$ cat config.mk
export PLATFORM = sky130hd
export DESIGN_NAME = fifo_burst_drain
export DESIGN_NICKNAME = d
export VERILOG_FILES = /design/src/rtl/fifo_burst_drain.sv
export SDC_FILE = /design/constraint.sdc
export NUM_CORES = 1
export LEC_CHECK = 0
export CELL_PAD_IN_SITES_DETAIL_PLACEMENT = 1
export CELL_PAD_IN_SITES_GLOBAL_PLACEMENT = 2
export CORE_UTILIZATION = 28
export DETAILED_ROUTE_END_ITERATION = 8
export PLACE_DENSITY = 0.73
export SYNTH_ARGS = -nofsm -noshare
export SYNTH_HDL_FRONTEND = slang
export SYNTH_SLANG_ARGS = --single-unit
$ cat constraint.sdc
create_clock -name clk -period 2.7 [get_ports clk]
set_clock_uncertainty 0.2 [all_clocks]
set_input_delay 0.675 -clock clk [delete_from_list [all_inputs] [get_ports clk]]
set_output_delay 0.675 -clock clk [all_outputs]
set_load 0.02 [all_outputs]
$ cat src/rtl/fifo_burst_drain.sv
// Read-side drain engine for the SDRAM request FIFO.
// It pops words from the fall-through head of the FIFO and groups them into
// bursts of BURST_LEN words. When the FIFO holds fewer than BURST_LEN words
// for TIMEOUT cycles, it flushes a shorter burst instead. Each burst is
// presented on a registered valid/ready stream with first/last markers.
module fifo_burst_drain #(
  parameter int DATA_WIDTH = 8,
  parameter int ADDR_EXP   = 2,
  parameter int BURST_LEN  = 4,
  parameter int TIMEOUT    = 16
) (
  input  logic                  clk,
  input  logic                  rst,
  input  logic [DATA_WIDTH-1:0] fifo_data,
  input  logic [ADDR_EXP:0]     fifo_count,
  output logic                  fifo_pop,
  output logic                  m_valid,
  input  logic                  m_ready,
  output logic [DATA_WIDTH-1:0] m_data,
  output logic                  m_first,
  output logic                  m_last,
  output logic                  busy
);

  localparam int CW = ADDR_EXP + 1;
  localparam int TW = (TIMEOUT > 1) ? $clog2(TIMEOUT) : 1;
  localparam int RW = $clog2(BURST_LEN + 1);

  localparam logic [CW-1:0] BURST_CNT  = CW'(BURST_LEN);
  localparam logic [RW-1:0] BURST_REM  = RW'(BURST_LEN);
  localparam logic [TW-1:0] TIMER_LAST = TW'(TIMEOUT - 1);

  typedef enum logic [1:0] {
    IDLE,
    WAIT,
    DRAIN
  } state_t;

  state_t        state;
  logic [TW-1:0] timer;
  logic [RW-1:0] rem;
  logic          first_pend;
  logic          room;

  // The output register can take a new word when it is empty or is being emptied now.
  assign room = !m_valid || m_ready;

  // NOTE: fifo_pop is a continuous assign, not a registered output, because the FIFO
  // has to advance at the same edge that captures its head word. It is gated by rst
  // so that the FIFO and this block reset together without losing a word.
  assign fifo_pop = !rst && (state == DRAIN) && (rem != '0) && (fifo_count != '0) && room;

  assign busy = (state != IDLE) || m_valid;

  // Burst FSM and output register, updated together on each rising edge.
  // NOTE: every assignment here is non-blocking. Each right-hand side therefore sees
  // the pre-edge value of rem, first_pend and state. The fifo_pop that loads the output
  // register also decrements rem.
  always_ff @(posedge clk) begin
    if (rst) begin
      state      <= IDLE;
      timer      <= '0;
      rem        <= '0;
      first_pend <= 1'b0;
      m_valid    <= 1'b0;
      m_data     <= '0;
      m_first    <= 1'b0;
      m_last     <= 1'b0;
    end else begin
      if (fifo_pop) begin
        m_valid <= 1'b1;
        m_data  <= fifo_data;
        m_first <= first_pend;
        m_last  <= (rem == RW'(1));
      end else if (m_valid && m_ready) begin
        m_valid <= 1'b0;
      end

      case (state)
        IDLE: begin
          timer <= '0;
          if (fifo_count >= BURST_CNT) begin
            state      <= DRAIN;
            rem        <= BURST_REM;
            first_pend <= 1'b1;
          end else if (fifo_count != '0) begin
            state <= WAIT;
          end
        end

        WAIT: begin
          // A full burst's worth of words wins over an expiring timeout.
          if (fifo_count >= BURST_CNT) begin
            state      <= DRAIN;
            rem        <= BURST_REM;
            first_pend <= 1'b1;
            timer      <= '0;
          end else if (timer == TIMER_LAST) begin
            state      <= DRAIN;
            rem        <= RW'(fifo_count);
            first_pend <= 1'b1;
            timer      <= '0;
          end else begin
            timer <= timer + TW'(1);
          end
        end

        DRAIN: begin
          if (fifo_pop) begin
            rem        <= rem - RW'(1);
            first_pend <= 1'b0;
            if (rem == RW'(1)) begin
              state <= IDLE;
            end
          end else if (rem == '0) begin
            // A burst length of zero cannot be snapshotted from a non-empty FIFO.
            // Recover anyway rather than stick in DRAIN.
            state <= IDLE;
          end
        end

        default: state <= IDLE;
      endcase
    end
  end

endmodule

* Yosys cells after proc, flatten, opt, wreduce, memory -nomap -nowiden
Cells that the tools add are included.
Storage, ports and cells: register bits 21, bits of input ports 14, output and inout bits 13, logic and storage cells 63
Cells by class: $add $sub $neg 2, magnitude comparators 1, equal/unequal tests 10, muxes and demuxes 23, reduce and logical (&&, ||, !) cells 19
Operators by type and width (number):
- $mux 2 | 7
- $mux 3 | 4
- $pmux 3 s3 | 1
- $reduce_bool 3->1 | 3
- $mux 4 | 2
- $pmux 4 s2 | 1
- $reduce_and 4->1 | 2
- $mux 1 | 6
- $ne 3x2->1 const B | 2
- $ne 3x3->1 const B | 2
- $pmux 2 s3 | 1
- $reduce_bool 2->1 | 3
- $logic_and 1x1->1 | 5
- $add 4x1->4 const B | 1
- $eq 4x4->1 const B | 1
- $ne 2x2->1 const B | 2
- $eq 3x1->1 const B | 1
- $ge 3x3->1 const B | 1
- $logic_not 3->1 | 1
- $pmux 1 s3 | 1
- $sub 3x1->3 const B | 1
- $eq 2x1->1 const B | 1
- $eq 2x2->1 const B | 1
- $logic_not 1->1 | 2
- 2 further kinds | 3

* Longest topological paths before layout
Gate-level depths: netlist of the first run.
depth after elaboration 7, gate-level depth with buffers 7, depth with buffers taken out 6

* Worst setup path before layout of the first run
Ideal clock, no wire load.
kind input to output, start in rst, end out fifo_pop, arrival 1630 ps, data required time 1825 ps, setup slack 195 ps, cell stages on the path 4, buffers on the path 2, cell sequence clkbuf_1 -> or2_2 -> clkbuf_1 -> nor2_1
On the way: longest elaborated chain between the ends 5
Ends and longest elaborated chain:
- start: declaration | RTL line 13 | input logic rst,
- $logic_not 1->1 | RTL line 51 | assign fifo_pop = !rst && (state == DRAIN) && (rem != '0) && (fifo_count != '0) && room;
- $logic_and 1x1->1 (4 in series) | RTL line 51
- end: declaration | RTL line 16 | output logic fifo_pop,
No other way between the ends.

* Final worst setup path of the first run
start in fifo_count[2], end out fifo_pop
On the way: longest elaborated chain between the ends 3
Ends and longest elaborated chain:
- start: declaration | RTL line 15 | input logic [ADDR_EXP:0] fifo_count,
- $reduce_bool 3->1 | RTL line 51
- $logic_and 1x1->1 (2 in series) | RTL line 51
No other way between the ends.

==> flow_summary.toml, run 1 <==
[status]
status = "finished, final reports clean"

[clock_network]
cts_setup_buffers = 0
cts_hold_buf = 0
path_clk_slew_ps = 70
cts.sinks = 21
cts_buffers = 3
root_buffer = "clkbuf_8"
cts.htree.levels = 1
clock_latency_ps = 260
cts_max_path_buffers = 2
cts_tree = "yes"

[sta]
fin_crit_ps = 2670
max_slew_margin_pct = 53.2
hold_viol = 0
setup_slack_ps = 25.9
min_period_over_period_pct = 99.0
grt_setup_unrepaired = "no"
final-max-slew-violation-count = 0
max_slew.worst_pin.slew_ps = 699
whs_ps = 277
max_clock_freq_ghz = 0.374
finalSetupViolCount = 0
final.setup.tns_ps = 0

[finish]
area.growth.synth_to_final_pct = 35.0
fin_util_pct = 39.5
diodes = 0
nets = 194
drive_gt1_share_pct = 12.9

[logic_synthesis]
synth-seq-cells = 21
synth_area_leaders = "dfxtp_1 36%, ha_1 8.5%, a21oi_1 6.0%, nand3_1 5.6%, o21ai_0 3.8%"
syn-num-nets = 162
ys.flop_type = "dfxtp_1"
syn_area_mm2 = 0.00117
synth_top_area_cell = "dfxtp_1"
synth_top_cell_area_share_pct = 35.9
synth.avg_cell_area_um2 = 8.37
netlist_instances = 140
synth_edf_count = 0
ys_seq_area_share_pct = 35.9
synth_cell_types = 35
async_flop_share_pct = 0
yosys_warnings = 0

[placement]
place_ws_ps = -418
hpwlAfterDp_um = 2440
gp_congestion = 0.746
io_buffers = 26

[route]
met1_length_um = 1440
finalWirelength_um = 3130
vias = 1086
drc = 0
wl_met2_um = 1520
met3_length_um = 140
firstDrtPassIters = 4
wl_per_cell_um = 14.1
final_antenna_net_count = 0
drtIter0Drc = 33
routed_via_density = 4.91
routed.top_layer = "met4"

[critical_path]
start_kind = "input pin"
critical_path_class = "input pin to output pin"
worstPathRequired_ps = 1820
r2r_cells = 7
worstPathMaxFanout = 2
crit_arrival_ps = 1800
critPathCaptureType = "output pin"

[floorplanning]
boundaryPins = 27
fp.dieH_um = 66.7
die_area_mm2 = 0.00444
die_w_um = 66.7
rows = 23
core_area_mm2 = 0.00400
initial_core_util_pct = 29.3

[power_and_ir_drop]
ir_drop_uv = 203
leakage_uw = 0.000594
p_per_area_mw_per_mm2 = 628

[worst_hold_path]
min-delay-path-class = "register to register"
min_path_cells = 2

[global_route]
grt_pass1_wl_um = 5200
track_usage_pct = 15.3
antenna_found_initial = 0
grt_overflow = 0
grt_max_degree = 27
grt_pass1_vias = 1158

[job]
max_cap_viol_count = 0
## metrics by stage
stage          total power (uW)  cell area (um^2)  cells
2_1_floorplan               659              1170    140
3_3_place_gp                783              1530    217
3_5_place_dp                798              1530    217
4_1_cts                    1010              1580    221
5_1_grt                    1070              1580    221
6_report                    994              1580    221
## metal layers
layer	GRT usage [%]	vias to the layer above
met1	18.0	507
met2	28.5	20
li1	-	557
met3	2.74	2
met4	3.19	0
met5	0	-
## cell usage after synthesis, drive strengths merged (2+ instances only)
cell type and number:
a31oi 3, nor2b 6, nor2 9, o21ai 11
a22o 2, nor3 3, nand3b 2, dfxtp 21
ha 8, mux2 2, nand3 13, buf 5
mux2i 2, inv 9, nand2b 5, clkbuf 3
a21oi 14, or3 2, nand2 8
## cells in the final DEF, fill, tap and decap left out, types with 2 or more instances in the layout
cell | synthesis | layout
clkdlybuf4s50_1 | 0 | 24
nor2_1 | 9 | 9
dfxtp_1 | 21 | 21
a21oi_1 | 14 | 14
nand2b_1 | 5 | 5
mux2i_1 | 2 | 2
o21ai_1 | 2 | 2
o21ai_0 | 9 | 9
a22o_1 | 2 | 2
inv_1 | 9 | 9
mux2_1 | 2 | 2
nand3_1 | 13 | 12
a31oi_1 | 3 | 3
ha_1 | 8 | 8
nor2b_1 | 6 | 6
nand3b_1 | 2 | 2
buf_4 | 0 | 10
clkbuf_8 | 0 | 3
nor3_1 | 2 | 2
nand2_1 | 7 | 7
## cell type report
cell class / instances / area, um^2
Clock buffer: 4 / 45.0
Fill cell: 486 / 2420
Inverter: 9 / 33.8
Multi-Input combinational cell: 102 / 692
Sequential cell: 21 / 420
Tap cell: 50 / 62.6
Timing Repair Buffer: 35 / 328
## where the power goes
| group | switching (uW) | internal, uW |
|---|---|---|
| clock | 100 | 105 |
| combinational | 230 | 191 |
| sequential | 24.3 | 343 |
## critical path, cell delays in order
cell	delay, ps
clkdlybuf4s50_1	430
or3_4	400
nand3_2	90
nor2_1	50
buf_4	150
## state kept, by name, summed over array words and instances (netlist names)
signal	count
first_pend	1
m_data	8
m_first	1
m_last	1
m_valid	1
rem	3
state	2
timer	4
## what timing repair did
| action | 4_1_cts | 5_1_grt |
|---|---|---|
| setup endpoints to repair | 1 | 2 |
| hold endpoints to repair | 0 | 0 |
| gates cloned | 0 | 0 |
| pin swaps | 1 | 1 |
| resized for setup | 6 | 2 |
## worst paths after layout
| kind | to | slack [ps] | start |
|---|---|---|---|
| max | fifo_pop | 30 | fifo_count[2] |
| min | m_first$_SDFFE_PP0P_ | 280 | first_pend$_SDFFE_PP0P_ |
| max reg2reg | state[1]$_SDFFE_PP0P_ | 580 | state[1]$_SDFFE_PP0P_ |
| min reg2reg | m_first$_SDFFE_PP0P_ | 280 | first_pend$_SDFFE_PP0P_ |
## logic make-up after synthesis
logic type | Yosys count | share of synthesized area (%)
adder cells (fa/ha/maj) | 8 | 8.55
AO/OA/AOI/OAI | 39 | 23.1
multiplexers | 4 | 3.63
AND/OR/NAND/NOR | 51 | 23.0
flip-flops | 21 | 35.9
buffers and inverters | 17 | 5.88
Power figures use the tool's default switching activity.
==> run 2: changes to the inputs <==
Settings changed: CORE_UTILIZATION 28 to 30, CTS_BUF_LIST set to sky130_fd_sc_hd__clkbuf_4 sky130_fd_sc_hd__clkbuf_8, PLACE_DENSITY 0.73 to 0.78.
==> flow_summary.toml, run 2 (synthesized netlist as in run 1, its figures left out) <==
[route]
wl_per_cell_um = 14.3
firstDrtPassIters = 4
routed_via_density = 5.08
vias = 1112
final_antenna_net_count = 0
drc = 0
drtIter0Drc = 46
finalWirelength_um = 3140

[clock_network]
cts_buffers = 3
cts_setup_buffers = 0
cts_max_path_buffers = 2
cts.htree.levels = 1
cts.sinks = 21
path_clk_slew_ps = 80
root_buffer = "clkbuf_8"
cts_tree = "yes"
clock_latency_ps = 260

[critical_path]
r2r_end = "state[1]$_SDFFE_PP0P_"
max_stage_delay_ps = 420
crit_path_start = "fifo_count[1]"
worstPathMaxFanout = 2
path_buf_inv = 2
critPathTopFamily = "buffers and inverters"
worstSetupPathDepth = 5
worstSetupEndpoint = "fifo_pop"
critical_path_class = "input pin to output pin"
start_kind = "input pin"
worstPathRequired_ps = 1820
crit_chain = "clkdlybuf4s50_1 > or3_4 > nand3_4 > nor2_1 > buf_4"
r2r_cells = 7
reg2reg_from = "state[1]$_SDFFE_PP0P_"
cp_slowest_cell = "clkdlybuf4s50_1"
critPathCaptureType = "output pin"
reg2reg_slack_ps = 610
crit_arrival_ps = 1770

[power_and_ir_drop]
power.internal_uw = 639
ir_drop_uv = 262
p_clk_share_pct = 20.6
pwr-share-comb_pct = 42.8
power_switching_uw = 362
p_per_area_mw_per_mm2 = 631
p_seq_share_pct = 36.6
leakage_uw = 0.000595
switching_share_pct = 36.2

[global_route]
grt_pass1_vias = 1130
track_usage_pct = 16.6
grt_pass1_wl_um = 5380
grt_max_degree = 27
grt_overflow = 0
antenna_found_initial = 0

[worst_hold_path]
min_path_cells = 2
min-delay-path-class = "register to register"

[sta]
setup_slack_ps = 56.4
grt_setup_unrepaired = "no"
max_clock_freq_ghz = 0.378
final-max-slew-violation-count = 0
min_period_over_period_pct = 97.9
finalSetupViolCount = 0
fin_crit_ps = 2640
max_slew_margin_pct = 53.4
hold_viol = 0
max_slew.worst_pin.slew_ps = 696

[finish]
fill_cells = 446
largest_reg_flops = 8
final_common_cell = "clkdlybuf4s50_1"
drive_gt1_share_pct = 13.5
final_area_mm2 = 0.00159
fin_util_pct = 42.7
area.growth.synth_to_final_pct = 35.5
nets = 194
layout_common_cells = "23 x clkdlybuf4s50_1, 21 x dfxtp_1, 14 x a21oi_1, 12 x nand3_1, 10 x buf_4"
diodes = 0
top_regs = "m_data x8, timer x4, rem x3"
regMostFlops = "m_data"

[placement]
place_ws_ps = -434
place_area_mm2 = 0.00152
gp_congestion = 0.739
io_buffers = 26
hpwlAfterDp_um = 2330

[status]
status = "finished, final reports clean"

[floorplanning]
boundaryPins = 27
fp.dieH_um = 64.5
core_area_mm2 = 0.00372
die_w_um = 64.5
initial_core_util_pct = 31.5
die_area_mm2 = 0.00416
rows = 22

[job]
max_cap_viol_count = 0
==> run 2: cell count changes in the layout (fill, tap and decap cells not counted), sizes merged <==
cell           before  now
clkdlybuf4s50      24   23
clkinv              0    1
dlygate4sd2         0    1
clkbuf              4    3
==> run 2: worst min path at each step <==
| stage | startpoint | end | slack, ps |
|---|---|---|---|
| after floorplan | rem[1]$_SDFFE_PP0P_ | rem[1]$_SDFFE_PP0P_ | 240 |
| after detailed placement | first_pend$_SDFFE_PP0P_ | m_first$_SDFFE_PP0P_ | 260 |
| final | rem[1]$_SDFFE_PP0P_ | rem[1]$_SDFFE_PP0P_ | 270 |
| after global placement | rem[1]$_SDFFE_PP0P_ | rem[1]$_SDFFE_PP0P_ | 250 |
| after global routing | m_data[6]$_SDFFE_PP0P_ | m_data[6]$_SDFFE_PP0P_ | 300 |
| after CTS | m_data[0]$_SDFFE_PP0P_ | m_data[0]$_SDFFE_PP0P_ | 290 |
==> run 2: worst min-delay path, delay by kind of cell (launching register included) <==
kind,cells,cell delay [ps]
DFF,1,320
muxes,1,60
and+or+nand+nor,1,50
==> run 2: final cells by class <==
class | count | area (um^2) | area share (%)
inverter | 9 | 33.8 | 2.13
tap | 48 | 60.1 | 3.79
timing repair buffer | 35 | 327 | 20.6
multi-input combinational | 102 | 699 | 44.1
clock buffer | 3 | 41.3 | 2.60
clock inverter | 1 | 5.00 | 0.315
sequential | 21 | 420 | 26.5
==> run 2: through the flow <==
stage | total power, uW | TNS (ps) | std cells | hold slack [ps]
global route | 1080 | 0 | 219 | 303
finish | 1000 | 0 | 219 | 273
floorplan | 659 | 0 | 140 | 238
detailed placement | 794 | -434 | 215 | 262
CTS | 1010 | 0 | 219 | 286
global placement | 781 | -428 | 215 | 249
==> run 2: power groups by stage <==
stage | logic (uW) | registers, uW | clock network, uW
4_1_cts | 425 | 366 | 216
5_1_grt | 476 | 370 | 230
3_3_place_gp | 410 | 371 | 0
6_report | 428 | 366 | 207
3_5_place_dp | 420 | 373 | 0
2_1_floorplan | 282 | 377 | 0
==> run 2: routing by layer <==
| layer | share of wire (%) | vias to the layer above | global-route usage, % | wire length [um] |
|---|---|---|---|---|
| met5 | 0 | - | 0 | 0 |
| met3 | 3.6 | 4 | 2.46 | 113 |
| met1 | 47 | 533 | 22.3 | 1480 |
| met4 | 1.5 | 0 | 5.83 | 48 |
| met2 | 48 | 23 | 26.8 | 1500 |
| li1 | - | 552 | - | - |
==> run 2: what timing repair did <==
item,CTS,global route
hold buffers,0,0
gates resized for setup,7,3
pin swaps,0,1
setup endpoints to repair,1,1
==> run 3: changes to the inputs <==
Settings changed: PLACE_DENSITY 0.78 to unset, PLACE_DENSITY_LB_ADDON set to 0.25.
==> flow_summary.toml, run 3 (synthesized netlist as in run 1, its figures left out) <==
[critical_path]
critPathTopFamily = "buffers and inverters"
path_buf_inv = 2
crit_arrival_ps = 1740
worstPathRequired_ps = 1820
reg2reg_slack_ps = 670
crit_chain = "clkdlybuf4s50_1 > or3_4 > nand3_2 > nor2_1 > buf_4"
worstPathMaxFanout = 2
reg2reg_from = "state[1]$_SDFFE_PP0P_"
critical_path_class = "input pin to output pin"
max_stage_delay_ps = 430
cp_slowest_cell = "clkdlybuf4s50_1"
r2r_end = "rem[2]$_SDFFE_PP0P_"
start_kind = "input pin"
r2r_cells = 7
critPathCaptureType = "output pin"

[floorplanning]
core_area_mm2 = 0.00372
die_area_mm2 = 0.00416
rows = 22
boundaryPins = 27
fp.dieH_um = 64.5
initial_core_util_pct = 31.5
die_w_um = 64.5

[placement]
place_inst = 217
io_buffers = 26
hpwlAfterDp_um = 2370
gp_congestion = 0.856

[finish]
regMostFlops = "m_data"
drive_gt1_share_pct = 15.0
area.growth.synth_to_final_pct = 36.9
final_common_cell = "clkdlybuf4s50_1"
nets = 196
fin_util_pct = 43.1
layout_common_cells = "23 x clkdlybuf4s50_1, 21 x dfxtp_1, 14 x a21oi_1, 12 x nand3_1, 12 x buf_4"
top_regs = "m_data x8, timer x4, rem x3"
diodes = 0
largest_reg_flops = 8
layout.cells.non_filler = 221

[global_route]
grt_max_degree = 27
track_usage_pct = 16.7
antenna_found_initial = 0
grt_pass1_wl_um = 5240
grt_overflow = 0
grt_pass1_vias = 1158

[worst_hold_path]
min_path_cells = 2
holdPathEnd = "m_first$_SDFFE_PP0P_"
holdCritStartpoint = "first_pend$_SDFFE_PP0P_"
min-delay-path-class = "register to register"

[job]
max_cap_viol_count = 0

[clock_network]
cts_tree = "yes"
path_clk_slew_ps = 80
cts.htree.levels = 1
root_buffer = "clkbuf_8"
clock_latency_ps = 260
cts_setup_buffers = 0
cts_max_path_buffers = 2
cts.sinks = 21
cts_buffers = 3

[sta]
grt_setup_unrepaired = "no"
fin_crit_ps = 2620
max_slew_margin_pct = 73.8
final-max-slew-violation-count = 0
min_period_over_period_pct = 96.9
final.setup.tns_ps = 0
hold_viol = 0
max_clock_freq_ghz = 0.382
finalSetupViolCount = 0
max_slew.worst_pin.slew_ps = 390

[power_and_ir_drop]
leakage_uw = 0.000612
switching_share_pct = 35.7
power.total_uw = 1020
power.internal_uw = 657
p_per_area_mw_per_mm2 = 637
ir_drop_uv = 278
p_seq_share_pct = 35.8
pwr-share-comb_pct = 42.8
p_clk_share_pct = 21.4
power_switching_uw = 364

[route]
finalWirelength_um = 3130
wl_per_cell_um = 14.2
drtIter0Drc = 64
final_antenna_net_count = 0
firstDrtPassIters = 4
vias = 1117
drc = 0
routed_via_density = 5.05

[status]
status = "finished, final reports clean"
[run 3: cell type report]
type / instances / area (um^2)
tap: 48 / 60.1
fill: 448 / 2110
multi-input combinational: 102 / 694
timing repair buffer: 37 / 345
clock buffer: 4 / 48.8
sequential: 21 / 420
inverter: 9 / 33.8
[run 3: metrics by stage]
stage / instance area (um^2) / setup WS (ps) / hold slack, ps
after global placement: 1540 / -391 / 255
final: 1600 / 83.8 / 278
after floorplan: 1170 / 195 / 238
after global routing: 1600 / 25.2 / 306
after CTS: 1590 / 19.4 / 286
after detailed placement: 1540 / -412 / 275
[run 3: worst register-to-register path, delay by kind of cell, from the launching register on]
kind            cells  cell delay (ps)
fa+ha+maj           1              260
simple gates        2              320
buf+inv             2              250
compound gates      2              560
flops               1              360
[run 3: power by group through the flow]
stage | clock [uW] | sequential [uW] | combinational (uW)
floorplan | 0 | 377 | 282
global placement | 0 | 372 | 420
detailed placement | 0 | 373 | 429
CTS | 228 | 366 | 433
global route | 237 | 370 | 481
finish | 219 | 366 | 437
[run 3: worst max path at each step]
| stage | cells after the start | to | slack [ps] | startpoint |
|---|---|---|---|---|
| floorplan | 4 | fifo_pop | 200 | rst |
| global placement | 5 | fifo_pop | -390 | fifo_count[2] |
| detailed placement | 5 | fifo_pop | -410 | fifo_count[2] |
| CTS | 5 | fifo_pop | 20 | fifo_count[2] |
| global route | 5 | fifo_pop | 30 | fifo_count[2] |
| finish | 5 | fifo_pop | 80 | fifo_count[2] |
[run 3: timing repair]
| action | in CTS | in global routing |
|---|---|---|
| setup endpoints to repair | 1 | 2 |
| hold buffers | 0 | 0 |
| gates resized for setup | 6 | 4 |
| pin swaps | 0 | 1 |
[run 3: routing by layer]
metal	global-route usage [%]	wire length, um	vias to the layer above	part of all wire, %
li1	-	-	562	-
met1	19.3	1430	533	46
met2	30.4	1560	20	50
met3	2.46	112	2	3.6
met4	6.67	22	0	0.70
met5	0	0	-	0
